==> src/rtl/version_pkg.sv <==
// version_pkg
//   Definitions shared by the multi-version read router and version_writer.
//   - wr_state_t     : writer FSM states (IDLE, SCAN, WAIT, COMMIT)
//   - VERSION_NONE   : version 0, reserved to mean "no version"
//   - slot_entry_t   : one versioned data slot (valid, version, data)
package version_pkg;

    localparam int unsigned SLOT_VERSION_WIDTH = 4;
    localparam int unsigned SLOT_DATA_WIDTH    = 32;

    localparam logic [SLOT_VERSION_WIDTH-1:0] VERSION_NONE = '0;

    typedef enum logic [1:0] {
        ST_IDLE   = 2'd0,
        ST_SCAN   = 2'd1,
        ST_WAIT   = 2'd2,
        ST_COMMIT = 2'd3
    } wr_state_t;

    typedef struct packed {
        logic                          valid;
        logic [SLOT_VERSION_WIDTH-1:0] version;
        logic [SLOT_DATA_WIDTH-1:0]    data;
    } slot_entry_t;

endpackage

==> src/rtl/version_writer_scan.sv <==
// version_scan
//   Walks the slots one per cycle while i_active is high and picks the
//   victim: lowest-index invalid slot, otherwise the slot holding the
//   smallest version. Also tracks the second-smallest version for the
//   pin guard.
//   Ports:
//     clk, rst        : clock, asynchronous active-high reset
//     i_active        : FSM is in SCAN; index advances each cycle
//     i_slotValid     : per-slot valid flags
//     i_slotVersions  : flattened slot versions
//     o_scanDone      : current cycle inspects the last slot
//     o_victimIdx     : chosen victim slot
//     o_victimInvalid : victim slot is currently invalid
//     o_secondMin     : second-smallest valid version seen
module version_scan
    import version_pkg::*;
#(
    parameter int unsigned VERSION_WIDTH = 4,
    parameter int unsigned VERSION_NUM   = 4,
    parameter int unsigned IDX_W         = 2
) (
    input  logic                             clk,
    input  logic                             rst,
    input  logic                             i_active,
    input  logic [VERSION_NUM-1:0]           i_slotValid,
    input  logic [VERSION_WIDTH*VERSION_NUM-1:0] i_slotVersions,
    output logic                             o_scanDone,
    output logic [IDX_W-1:0]                 o_victimIdx,
    output logic                             o_victimInvalid,
    output logic [VERSION_WIDTH-1:0]         o_secondMin
);

    localparam logic [IDX_W-1:0] LAST_IDX = IDX_W'(VERSION_NUM - 1);

    logic [IDX_W-1:0]         r_idx;
    logic                     r_foundInv;
    logic [IDX_W-1:0]         r_invIdx;
    logic [IDX_W-1:0]         r_minIdx;
    logic [VERSION_WIDTH-1:0] r_minVer;
    logic [VERSION_WIDTH-1:0] r_secMin;

    logic                     w_curValid;
    logic [VERSION_WIDTH-1:0] w_curVer;
    logic                     w_foundInv;
    logic [IDX_W-1:0]         w_invIdx;
    logic [IDX_W-1:0]         w_minIdx;
    logic [VERSION_WIDTH-1:0] w_minVer;
    logic [VERSION_WIDTH-1:0] w_secMin;

    // Tracker values including the slot inspected this cycle, so the final
    // decision is available combinationally during the last SCAN cycle.
    // Outside SCAN they fall back to the registered (complete) result.
    always_comb begin
        w_curValid = i_slotValid[r_idx];
        w_curVer   = i_slotVersions[r_idx*VERSION_WIDTH +: VERSION_WIDTH];
        w_foundInv = r_foundInv;
        w_invIdx   = r_invIdx;
        w_minIdx   = r_minIdx;
        w_minVer   = r_minVer;
        w_secMin   = r_secMin;
        if (i_active) begin
            if (r_idx == '0) begin
                w_foundInv = 1'b0;
                w_invIdx   = '0;
                w_minIdx   = '0;
                w_minVer   = '1;
                w_secMin   = '1;
            end
            if (!w_curValid) begin
                if (!w_foundInv) begin
                    w_foundInv = 1'b1;
                    w_invIdx   = r_idx;
                end
            end else if (w_curVer < w_minVer) begin
                w_secMin = w_minVer;
                w_minVer = w_curVer;
                w_minIdx = r_idx;
            end else if (w_curVer < w_secMin) begin
                w_secMin = w_curVer;
            end
        end
    end

    always_ff @(posedge clk or posedge rst) begin
        if (rst) begin
            r_idx      <= '0;
            r_foundInv <= 1'b0;
            r_invIdx   <= '0;
            r_minIdx   <= '0;
            r_minVer   <= '1;
            r_secMin   <= '1;
        end else if (i_active) begin
            r_idx      <= (r_idx == LAST_IDX) ? '0 : r_idx + IDX_W'(1);
            r_foundInv <= w_foundInv;
            r_invIdx   <= w_invIdx;
            r_minIdx   <= w_minIdx;
            r_minVer   <= w_minVer;
            r_secMin   <= w_secMin;
        end
    end

    assign o_scanDone      = i_active && (r_idx == LAST_IDX);
    assign o_victimIdx     = w_foundInv ? w_invIdx : w_minIdx;
    assign o_victimInvalid = w_foundInv;
    assign o_secondMin     = w_secMin;

endmodule

==> src/rtl/version_writer.sv <==
// version_writer
//   Write side of the multi-version store. Each accepted write gets the next
//   version number and lands in a free slot or over the oldest one, chosen
//   by a VERSION_NUM-cycle scan (version_scan).
//   Optional feature macro: VERSION_WRITER_PIN_EN enables the pin guard
//   (WAIT state) that holds a write while minLiveVersion readers still need
//   the version that would be evicted.
//   Ports:
//     clk, rst          : clock, asynchronous active-high reset
//     wrValid/wrData    : write request and its data
//     wrReady           : request can be accepted
//     wrDone/wrVersion  : commit pulse and the version it assigned
//     minLiveVersion    : oldest version held by a live reader (0 = none)
//     versions          : slot i version at [i*VERSION_WIDTH +: VERSION_WIDTH]
//     dataInputs        : slot i data at [i*DATA_WIDTH +: DATA_WIDTH]
//     exhausted         : version space used up (sticky)
module version_writer
    import version_pkg::*;
#(
    parameter int unsigned DATA_WIDTH    = 32,
    parameter int unsigned VERSION_WIDTH = 4,
    parameter int unsigned VERSION_NUM   = 4
) (
    input  logic                                 clk,
    input  logic                                 rst,
    input  logic                                 wrValid,
    input  logic [DATA_WIDTH-1:0]                wrData,
    output logic                                 wrReady,
    output logic                                 wrDone,
    output logic [VERSION_WIDTH-1:0]             wrVersion,
    input  logic [VERSION_WIDTH-1:0]             minLiveVersion,
    output logic [VERSION_WIDTH*VERSION_NUM-1:0] versions,
    output logic [DATA_WIDTH*VERSION_NUM-1:0]    dataInputs,
    output logic                                 exhausted
);

    localparam int unsigned IDX_W = (VERSION_NUM > 1) ? $clog2(VERSION_NUM) : 1;

    slot_entry_t              r_slots [VERSION_NUM];
    wr_state_t                r_state;
    logic [VERSION_WIDTH-1:0] r_count;
    logic [VERSION_WIDTH-1:0] r_wrVersion;
    logic [DATA_WIDTH-1:0]    r_wrData;
    logic                     r_wrDone;
    logic                     r_exhausted;

    logic [VERSION_NUM-1:0]   w_slotValid;
    logic                     w_scanDone;
    logic [IDX_W-1:0]         w_victimIdx;
    logic                     w_victimInvalid;
    logic [VERSION_WIDTH-1:0] w_secondMin;
    logic [VERSION_WIDTH-1:0] w_newVersion;
    logic                     w_safe;

    version_scan #(
        .VERSION_WIDTH (VERSION_WIDTH),
        .VERSION_NUM   (VERSION_NUM),
        .IDX_W         (IDX_W)
    ) u_scan (
        .clk             (clk),
        .rst             (rst),
        .i_active        (r_state == ST_SCAN),
        .i_slotValid     (w_slotValid),
        .i_slotVersions  (versions),
        .o_scanDone      (w_scanDone),
        .o_victimIdx     (w_victimIdx),
        .o_victimInvalid (w_victimInvalid),
        .o_secondMin     (w_secondMin)
    );

`ifdef VERSION_WRITER_PIN_EN
    // Evicting the smallest version is only harmful if a live reader might
    // still need it, i.e. the next-oldest version is not yet below the pin.
    assign w_safe = w_victimInvalid
                 || (w_secondMin < minLiveVersion)
                 || (minLiveVersion == VERSION_WIDTH'(VERSION_NONE));
`else
    logic w_unused_pin;
    assign w_unused_pin = ^{minLiveVersion, w_secondMin, w_victimInvalid};
    assign w_safe       = 1'b1;
`endif

    assign w_newVersion = r_count + VERSION_WIDTH'(1);

    always_comb begin
        versions    = '0;
        dataInputs  = '0;
        w_slotValid = '0;
        for (int unsigned i = 0; i < VERSION_NUM; i++) begin
            versions[i*VERSION_WIDTH +: VERSION_WIDTH] = VERSION_WIDTH'(r_slots[i].version);
            dataInputs[i*DATA_WIDTH +: DATA_WIDTH]     = DATA_WIDTH'(r_slots[i].data);
            w_slotValid[i]                             = r_slots[i].valid;
        end
    end

    always_ff @(posedge clk or posedge rst) begin
        if (rst) begin
            r_state     <= ST_IDLE;
            r_count     <= '0;
            r_wrVersion <= '0;
            r_wrData    <= '0;
            r_wrDone    <= 1'b0;
            r_exhausted <= 1'b0;
            for (int unsigned i = 0; i < VERSION_NUM; i++) begin
                r_slots[i] <= '0;
            end
        end else begin
            r_wrDone <= 1'b0;
            case (r_state)
                ST_IDLE: begin
                    if (wrValid && !r_exhausted) begin
                        r_wrData <= wrData;
                        r_state  <= ST_SCAN;
                    end
                end
                ST_SCAN: begin
                    if (w_scanDone) begin
                        r_state <= w_safe ? ST_COMMIT : ST_WAIT;
                    end
                end
                ST_WAIT: begin
                    if (w_safe) begin
                        r_state <= ST_COMMIT;
                    end
                end
                ST_COMMIT: begin
                    r_slots[w_victimIdx].valid   <= 1'b1;
                    r_slots[w_victimIdx].version <= SLOT_VERSION_WIDTH'(w_newVersion);
                    r_slots[w_victimIdx].data    <= SLOT_DATA_WIDTH'(r_wrData);
                    r_count     <= w_newVersion;
                    r_wrVersion <= w_newVersion;
                    r_wrDone    <= 1'b1;
                    if (w_newVersion == '1) begin
                        r_exhausted <= 1'b1;
                    end
                    r_state <= ST_IDLE;
                end
                default: r_state <= ST_IDLE;
            endcase
        end
    end

    assign wrReady   = (r_state == ST_IDLE) && !r_exhausted;
    assign wrDone    = r_wrDone;
    assign wrVersion = r_wrVersion;
    assign exhausted = r_exhausted;

endmodule

==> config.mk <==
export PLATFORM = sky130hd
export DESIGN_NAME = version_writer
export DESIGN_NICKNAME = d
export VERILOG_FILES = /design/src/rtl/version_pkg.sv /design/src/rtl/version_writer_scan.sv /design/src/rtl/version_writer.sv
export SDC_FILE = /design/constraint.sdc
export NUM_CORES = 1
export LEC_CHECK = 0
export BUFFER_PORTS_ARGS = -buffer_cell sky130_fd_sc_hd__buf_2
export CAP_MARGIN = 10
export CELL_PAD_IN_SITES_DETAIL_PLACEMENT = 0
export CELL_PAD_IN_SITES_GLOBAL_PLACEMENT = 2
export CORE_UTILIZATION = 36
export DETAILED_ROUTE_END_ITERATION = 12
export HOLD_SLACK_MARGIN = 0.03
export PLACE_DENSITY_LB_ADDON = 0.1
export SKIP_CTS_REPAIR_TIMING = 1
export SYNTH_ARGS = -nofsm -noshare
export SYNTH_HDL_FRONTEND = slang
export SYNTH_HIERARCHICAL = 1
export SYNTH_SLANG_ARGS = --single-unit
==> constraint.sdc <==
create_clock -name clk -period 5.99 [get_ports clk]
set_input_delay 0.2995 -clock clk [delete_from_list [all_inputs] [get_ports clk]]
set_output_delay 0.2995 -clock clk [all_outputs]
set_load 0.1 [all_outputs]
==> results of run 1 <==
[registers in the layout, indices dropped and copies added, names as in the netlist]
name	count
dataInputs	128
exhausted	1
r_slots	4
r_state	2
r_wrData	32
u_scan/r_foundInv	1
u_scan/r_idx	2
u_scan/r_invIdx	2
u_scan/r_minIdx	2
u_scan/r_minVer	4
versions	16
wrDone	1
wrVersion	4
[layout by cell type (no fill, tap or decap), drive strengths merged, types with 2 or more instances in the layout]
cell and count:
mux4 5, xnor2 3, inv 18, nor2 9, xor2 2, ha 11
nand2 123, buf 193, dfstp 4, nand2b 5, a31oi 2, o21ai 23
nand3 5, a22o 2, mux2i 3, nor3b 2, mux2 129, or3b 2
a21oi 3, clkinv 6, dfrtp 195, o22a 3, nor2b 2, nand3b 2
o31ai 3, clkbuf 19
[layout make-up]
class	instances	share of cell area (%)
Antenna cell	1	0.0257
Tap cell	324	4.16
Timing Repair Buffer	194	10.2
Multi-Input combinational cell	348	27.7
Sequential cell	199	51.1
Inverter	13	0.577
Clock inverter	13	1.66
Clock buffer	19	4.54
[stage by stage]
stage	worst slack [ns]	hold slack (ns)	utilization [%]	instances
detailed placement	1.35	0.386	37.4	1077
floorplan	0.577	0.149	-	735
global placement	1.35	0.378	37.4	1077
finish	1.40	0.0894	40.0	1111
CTS	1.33	-0.0682	39.9	1109
global route	1.08	0.0676	40.0	1110
[routing by layer]
metal	vias to the layer above	wire length (um)	global-route usage [%]
met5	-	0	0
met4	0	241	4.76
met3	22	1130	4.70
met2	111	9720	26.6
met1	2562	8720	20.6
li1	2371	-	-
[critical path, stage by stage (launching register included)]
cell and delay (ns):
dfrtp_1 0.73, mux4_2 0.62, ha_1 0.35, a21oi_1 0.23, nand3_1 0.16, nor3b_1 0.31
nand2_1 0.12, a31oi_1 0.47, nand3_2 0.61, buf_4 0.48, mux2_1 0.36
[worst min path at each step]
stage,start,to,slack [ns],cells after the start
6_report,wrData[17],r_wrData[17],0.09,2
5_1_grt,wrData[24],r_wrData[24],0.07,2
4_1_cts,rst,u_scan/r_minIdx[1],-0.07,2
3_5_place_dp,rst,u_scan/r_minIdx[1],0.39,2
3_3_place_gp,rst,u_scan/r_minIdx[1],0.38,2
2_1_floorplan,rst,u_scan/r_foundInv,0.15,1
==> flow_summary_export.csv, run 1 <==
group,metric,value,unit
clock_tree,cts_tree,"done",
sta,tightestPinTransition,0.977,ns
sta,final.setup.tns,0,ns
synthesis,netlist_instances,735,
die,io_pins,190,
clock_tree,h-tree-depth,4,
die,dieArea,25600,um^2
clock_tree,cts_buffers,17,
global_routing,grt_pass1_wl,31600,um
synthesis,syn-cell-area,8980,um^2
die,rows,57,
placement,place.gp.congestion,0.725,
placement,io_buffers,185,
finish,fillCellCount,2398,
route,via_per_inst,4.56,
sta,hold_viol,0,
setup_path,reg2reg_setup_slack,1.40,ns
setup_path,timing.rr.start,"u_scan/r_idx[0]",
sta,skew,0.0184,ns
sta,report.final.slew_viol_count,0,
synthesis,ys_warn_count,6,
route,drcViolationCount,0,
die,die_h,160,um
route,vias,5066,
route,wl_per_cell,17.8,um
die,core_area,24400,um^2
finish,regArea,4980,um^2
global_routing,first_global_vias,5451,
setup_path,r2r_end,"dataInputs[116]",
route,wirelength,19800,um
sta,fmax,218,MHz
finish,fin_nets,823,
run_status,status,"finished clean",
finish,multi_input_area,2700,um^2
route,drt_iter0_drc,245,
clock_tree,cts.sinks,199,
clock_tree,cts_buffer_depth,2,
die,start_util,36.8,%
setup_path,cp.required,6.30,ns
finish,syn_to_final_growth,8.55,%
setup_path,critPathLaunchType,"flop",
setup_path,ff2ff_path_depth,10,
clock_tree,clockRootBuffer,"clkbuf_16",
route,final_antenna_net_count,0,
worst_hold_path,holdCritPathClass,"input port to flop",
finish,fin_area,9750,um^2
global_routing,grt_overflow,0,
setup_path,cp_max_fo,24,
route,first_pass_iters,4,
finish,drive_gt1_share,46.2,%
die,die_x,160,um
global_routing,antenna_found_initial,1,
setup_path,startpoint,"u_scan/r_idx[0]",
setup_path,crit_type,"flop to flop",
setup_path,crit_end,"dataInputs[116]",
placement,hpwl,12900,um
global_routing,grt.total_usage,16.2,%
flow_run,maxCapViolations,0,
setup_path,crit_arrival,4.90,ns
clock_tree,cts.clk_slew.worst_paths,0.08,ns
sta,slew_headroom,34.7,%
sta,setup_viol,0,
synthesis,synth.avg_cell_area,12.2,um^2
sta,rsz0062_at_grt,"no",
synthesis,synth_nets,785,
sta,period_needed,4.59,ns
sta,min_period_over_period,76.7,%
global_routing,grt_start_max_net_pins,120,
setup_path,cp-end-kind,"flop",
placement,place_area,9130,um^2
clock_tree,worst_skew_pair.late_latency,0.44,ns
Power of run 1 is not shown: default switching activity piles up to over one toggle a cycle in this logic, so the estimate is an artifact.
==> run 2, diff against run 1 <==
clock period = 4.75 ns   (was 5.99 ns; I/O delays follow)
==> run 2 against run 1 <==
Net effect:
- critical endpoint is now dataInputs[99]
- via count rose by 1.4%
- cell area is 1.3% higher
- worst hold slack worse by 0.048 ns
- routed wire length is 0.65% lower
- final cell count increased by 0.99%
- clock-buffer cell count is the same
==> flow_summary_export.csv, run 2 (same netlist as run 1, synthesis figures left out) <==
group,metric,value,unit
placement,hpwl,13000,um
sta,final.setup.tns,0,ns
global_routing,grt_start_max_net_pins,102,
setup_path,r2r_end,"dataInputs[99]",
finish,fin_nets,836,
setup_path,timing.rr.start,"u_scan/r_idx[0]",
finish,syn_to_final_growth,9.92,%
finish,diodes,0,
global_routing,antenna_found_initial,1,
clock_tree,cts.sinks,199,
finish,layout.cells.most_common,"dfrtp_1",
sta,report.final.slew_viol_count,0,
setup_path,cp.required,5.05,ns
die,start_util,36.8,%
die,rows,57,
clock_tree,cts_tree,"done",
sta,min_period_over_period,89.0,%
setup_path,ff2ff_path_depth,10,
sta,skew,0.0145,ns
clock_tree,cts_buffer_depth,2,
global_routing,grt.total_usage,16.0,%
global_routing,first_global_vias,5476,
sta,rsz0062_at_grt,"no",
setup_path,crit_type,"flop to flop",
placement,place.gp.congestion,0.738,
clock_tree,cts.clk_slew.worst_paths,0.07,ns
setup_path,reg2reg_setup_slack,0.52,ns
die,die_x,160,um
sta,setup_viol,0,
sta,tightestPinTransition,1.01,ns
clock_tree,cts_buffers,17,
route,wl_per_cell,17.5,um
finish,drive_gt1_share,45.9,%
setup_path,crit_arrival,4.53,ns
route,wirelength,19700,um
sta,period_needed,4.23,ns
placement,pre_cts_slack,0.541,ns
finish,largest_reg_flops,128,
route,via_per_inst,4.58,
setup_path,critPathLaunchType,"flop",
route,vias,5135,
die,dieArea,25600,um^2
setup_path,cp_max_fo,35,
route,final_antenna_net_count,0,
route,drcViolationCount,0,
flow_run,maxCapViolations,0,
die,die_h,160,um
run_status,status,"finished clean",
worst_hold_path,worstHoldStart,"wrData[29]",
worst_hold_path,holdPathStages,2,
clock_tree,h-tree-depth,4,
die,io_pins,190,
global_routing,grt_overflow,0,
clock_tree,worst_skew_pair.late_latency,0.43,ns
die,core_area,24400,um^2
sta,slew_headroom,32.5,%
placement,io_buffers,185,
sta,fmax,237,MHz
route,first_pass_iters,4,
setup_path,cp-end-kind,"flop",
finish,final_cell_mix,"dfrtp_1, buf_2, nand2_1, mux2_2, o21ai_0",
worst_hold_path,holdCritPathClass,"input port to flop",
sta,hold_viol,0,
global_routing,grt_pass1_wl,31500,um
route,drt_iter0_drc,240,
sta,timing.final.ws_setup,0.523,ns
worst_hold_path,holdPathEnd,"r_wrData[29]",
clock_tree,clockRootBuffer,"clkbuf_16",
==> run 2: how the worst max path moves through the flow <==
stage | startpoint | to | cells after the start
global placement | u_scan/r_idx[0] | dataInputs[100] | 10
detailed placement | u_scan/r_idx[0] | dataInputs[99] | 10
floorplan | u_scan/r_idx[0] | dataInputs[65] | 11
finish | u_scan/r_idx[0] | dataInputs[99] | 10
global route | u_scan/r_idx[0] | dataInputs[99] | 10
CTS | u_scan/r_idx[0] | dataInputs[99] | 10
==> run 2: cell type report <==
cell class              instances  area [um^2]
repair buffers                207         1140
clock inverters                12          133
fillers                      2402        14500
clock buffers                  19          453
well taps                     324          405
multi-input cells             348         2700
flip-flops and latches        199         4980
inverters                      13         52.6
==> run 2: per-stage QoR <==
stage / std cells / cell area (um^2) / util, % / hold slack [ns]
2_1_floorplan: 735 / 8990 / - / 0.0871
3_3_place_gp: 1080 / 9180 / 37.6 / 0.296
3_5_place_dp: 1080 / 9180 / 37.6 / 0.302
4_1_cts: 1111 / 9760 / 40.0 / -0.162
5_1_grt: 1122 / 9870 / 40.5 / 0.0311
6_report: 1122 / 9870 / 40.5 / 0.0417
==> run 2: routing by layer <==
layer	part of all wire [%]	up-vias	wire length, um	track usage (%)
li1	-	2388	-	-
met1	43	2609	8420	19.7
met2	50	127	9870	27.4
met3	6.3	9	1250	4.96
met4	0.61	2	121	3.90
met5	0.086	-	17	0
==> run 2: worst max-delay path, cell delays in order (launching register included) <==
cell and delay [ns]:
dfrtp_1 0.76, mux4_2 0.63, ha_1 0.35, a21oi_1 0.23
nand3_1 0.15, nor3b_1 0.32, nand2_1 0.12, a31oi_1 0.47
nand3_2 0.40, buf_12 0.32, mux2_1 0.35
Power of run 2 is left out for the same reason.
==> run 3, diff against run 2 <==
==> constraint.sdc (replaced) <==
create_clock -name clk -period 4.75 [get_ports clk]
set_input_delay 0.7125 -clock clk [delete_from_list [all_inputs] [get_ports clk]]
set_output_delay 0.7125 -clock clk [all_outputs]
set_load 0.1 [all_outputs]
==> run 3 against run 2 <==
Net effect:
- cell area shrank 1.0%
- first-iteration DRC count shrank 13%
- register-to-register slack gained 0.03 ns
- largest cell class unchanged
- highest routed layer is now met4
==> flow_summary_export.csv, run 3 (same netlist as run 1, synthesis figures left out) <==
group,metric,value,unit
run_status,status,"finished clean",
route,wl_met1,8450,um
global_routing,first_global_vias,5427,
setup_path,timing.rr.start,"u_scan/r_idx[0]",
clock_tree,cts.clk_slew.worst_paths,0.07,ns
setup_path,cp-end-kind,"flop",
clock_tree,cts.sinks,199,
setup_path,cp_max_fo,35,
setup_path,cp.required,5.05,ns
global_routing,antenna_found_initial,1,
setup_path,r2r_end,"dataInputs[99]",
clock_tree,cts_buffer_depth,2,
global_routing,grt_pass1_wl,31200,um
global_routing,grt.total_usage,15.9,%
finish,drive_gt1_share,46.3,%
sta,min_period_over_period,88.2,%
setup_path,crit_arrival,4.49,ns
setup_path,path_delay_family,"simple AND/OR/NAND/NOR gates",
setup_path,crit_buf_inv,1,
sta,hold_viol,0,
sta,skew,0.0142,ns
finish,layout.cells.most_common,"dfrtp_1",
route,met2_length,9650,um
setup_path,crit_path_top_delay_cell,"dfrtp_1",
clock_tree,cts_tree,"done",
clock_tree,clockRootBuffer,"clkbuf_16",
clock_tree,worst_skew_pair.late_latency,0.43,ns
setup_path,critPathLaunchType,"flop",
setup_path,crit_end,"dataInputs[99]",
route,first_pass_iters,6,
finish,syn_to_final_growth,8.82,%
placement,place_area,9180,um^2
setup_path,ff2ff_path_depth,10,
setup_path,reg2reg_setup_slack,0.56,ns
die,rows,57,
sta,setup_viol,0,
route,wirelength,19500,um
clock_tree,h-tree-depth,4,
sta,slew_headroom,28.6,%
route,routed.top_layer,"met4",
die,start_util,36.8,%
route,vias,5100,
sta,final.setup.tns,0,ns
finish,fillCellCount,2410,
setup_path,crit_type,"flop to flop",
placement,hpwl,12700,um
setup_path,critPathMaxStageDelay,0.73,ns
sta,timing.final.ws_setup,0.558,ns
finish,fin_area,9770,um^2
die,io_pins,190,
sta,fmax,239,MHz
sta,report.final.slew_viol_count,0,
placement,pre_cts_slack,0.550,ns
route,dr_wl_met3,1210,um
die,dieArea,25600,um^2
route,wl_per_cell,17.5,um
route,via_per_inst,4.59,
route,final_antenna_net_count,0,
finish,final_cell_mix,"dfrtp_1, buf_2, nand2_1, mux2_2, o21ai_0",
flow_run,maxCapViolations,0,
route,drt_iter0_drc,210,
placement,io_buffers,185,
die,core_area,24400,um^2
die,die_x,160,um
clock_tree,cts_buffers,17,
setup_path,path_cells,"mux4_2 > ha_1 > a21oi_1 > nand3_1 > nor3b_1 > nand2_1 > a31oi_1 > nand3_2 > buf_12 > mux2_1",
global_routing,grt_start_max_net_pins,111,
route,drcViolationCount,0,
sta,period_needed,4.19,ns
finish,fin_nets,823,
global_routing,grt_overflow,0,
setup_path,startpoint,"u_scan/r_idx[0]",
setup_path,crit_cells,10,
finish,largest_reg_flops,128,
sta,rsz0062_at_grt,"no",
die,die_h,160,um
worst_hold_path,holdCritPathClass,"input port to asynchronous set/reset pin",
placement,place.gp.congestion,0.703,
sta,tightestPinTransition,1.07,ns
==> run 3: changes by cell type in the layout (fill, tap and decap cells not counted), sizes merged <==
cell and delta:
dlygate4sd3 -11, buf -2, clkinvlp -2, inv +2
clkinv +1, diode +1
==> run 3: how the worst min path moves through the flow <==
stage / from / endpoint / slack, ns / depth (start not counted)
2_1_floorplan: r_slots[73] / r_slots[73] / 0.43 / 1
3_5_place_dp: r_slots[73] / r_slots[73] / 0.45 / 1
3_3_place_gp: r_slots[73] / r_slots[73] / 0.44 / 1
4_1_cts: rst / u_scan/r_minIdx[1] / 0.32 / 2
5_1_grt: rst / u_scan/r_minIdx[1] / 0.34 / 2
6_report: rst / u_scan/r_minIdx[0] / 0.32 / 2
==> run 3: cell type report <==
cell class | instances | area (um^2) | area share [%]
Clock inverter | 13 | 154 | 1.57
Antenna cell | 1 | 2.50 | 0.0256
Inverter | 13 | 52.6 | 0.538
Multi-Input combinational cell | 348 | 2700 | 27.6
Clock buffer | 19 | 443 | 4.53
Tap cell | 324 | 405 | 4.15
Sequential cell | 199 | 4980 | 51.0
Timing Repair Buffer | 194 | 1030 | 10.5
==> run 3: routing by layer <==
metal | track usage, % | up-vias
li1 | - | 2371
met1 | 19.9 | 2601
met2 | 26.6 | 117
met3 | 5.27 | 11
met4 | 3.72 | 0
met5 | 0 | -
==> run 3: worst reg2reg max path: stages, from the launching register on <==
cell	delay (ns)
dfrtp_1	0.73
mux4_2	0.63
ha_1	0.36
a21oi_1	0.22
nand3_1	0.16
nor3b_1	0.36
nand2_1	0.12
a31oi_1	0.46
nand3_2	0.38
buf_12	0.31
mux2_1	0.36
==> run 3: per-stage QoR <==
step | hold WS, ns | utilization (%) | instances
2_1_floorplan | 0.429 | - | 735
3_3_place_gp | 0.444 | 37.6 | 1078
3_5_place_dp | 0.454 | 37.6 | 1078
4_1_cts | 0.316 | 40.1 | 1110
5_1_grt | 0.340 | 40.1 | 1110
6_report | 0.324 | 40.1 | 1111
Power of run 3 is left out for the same reason.
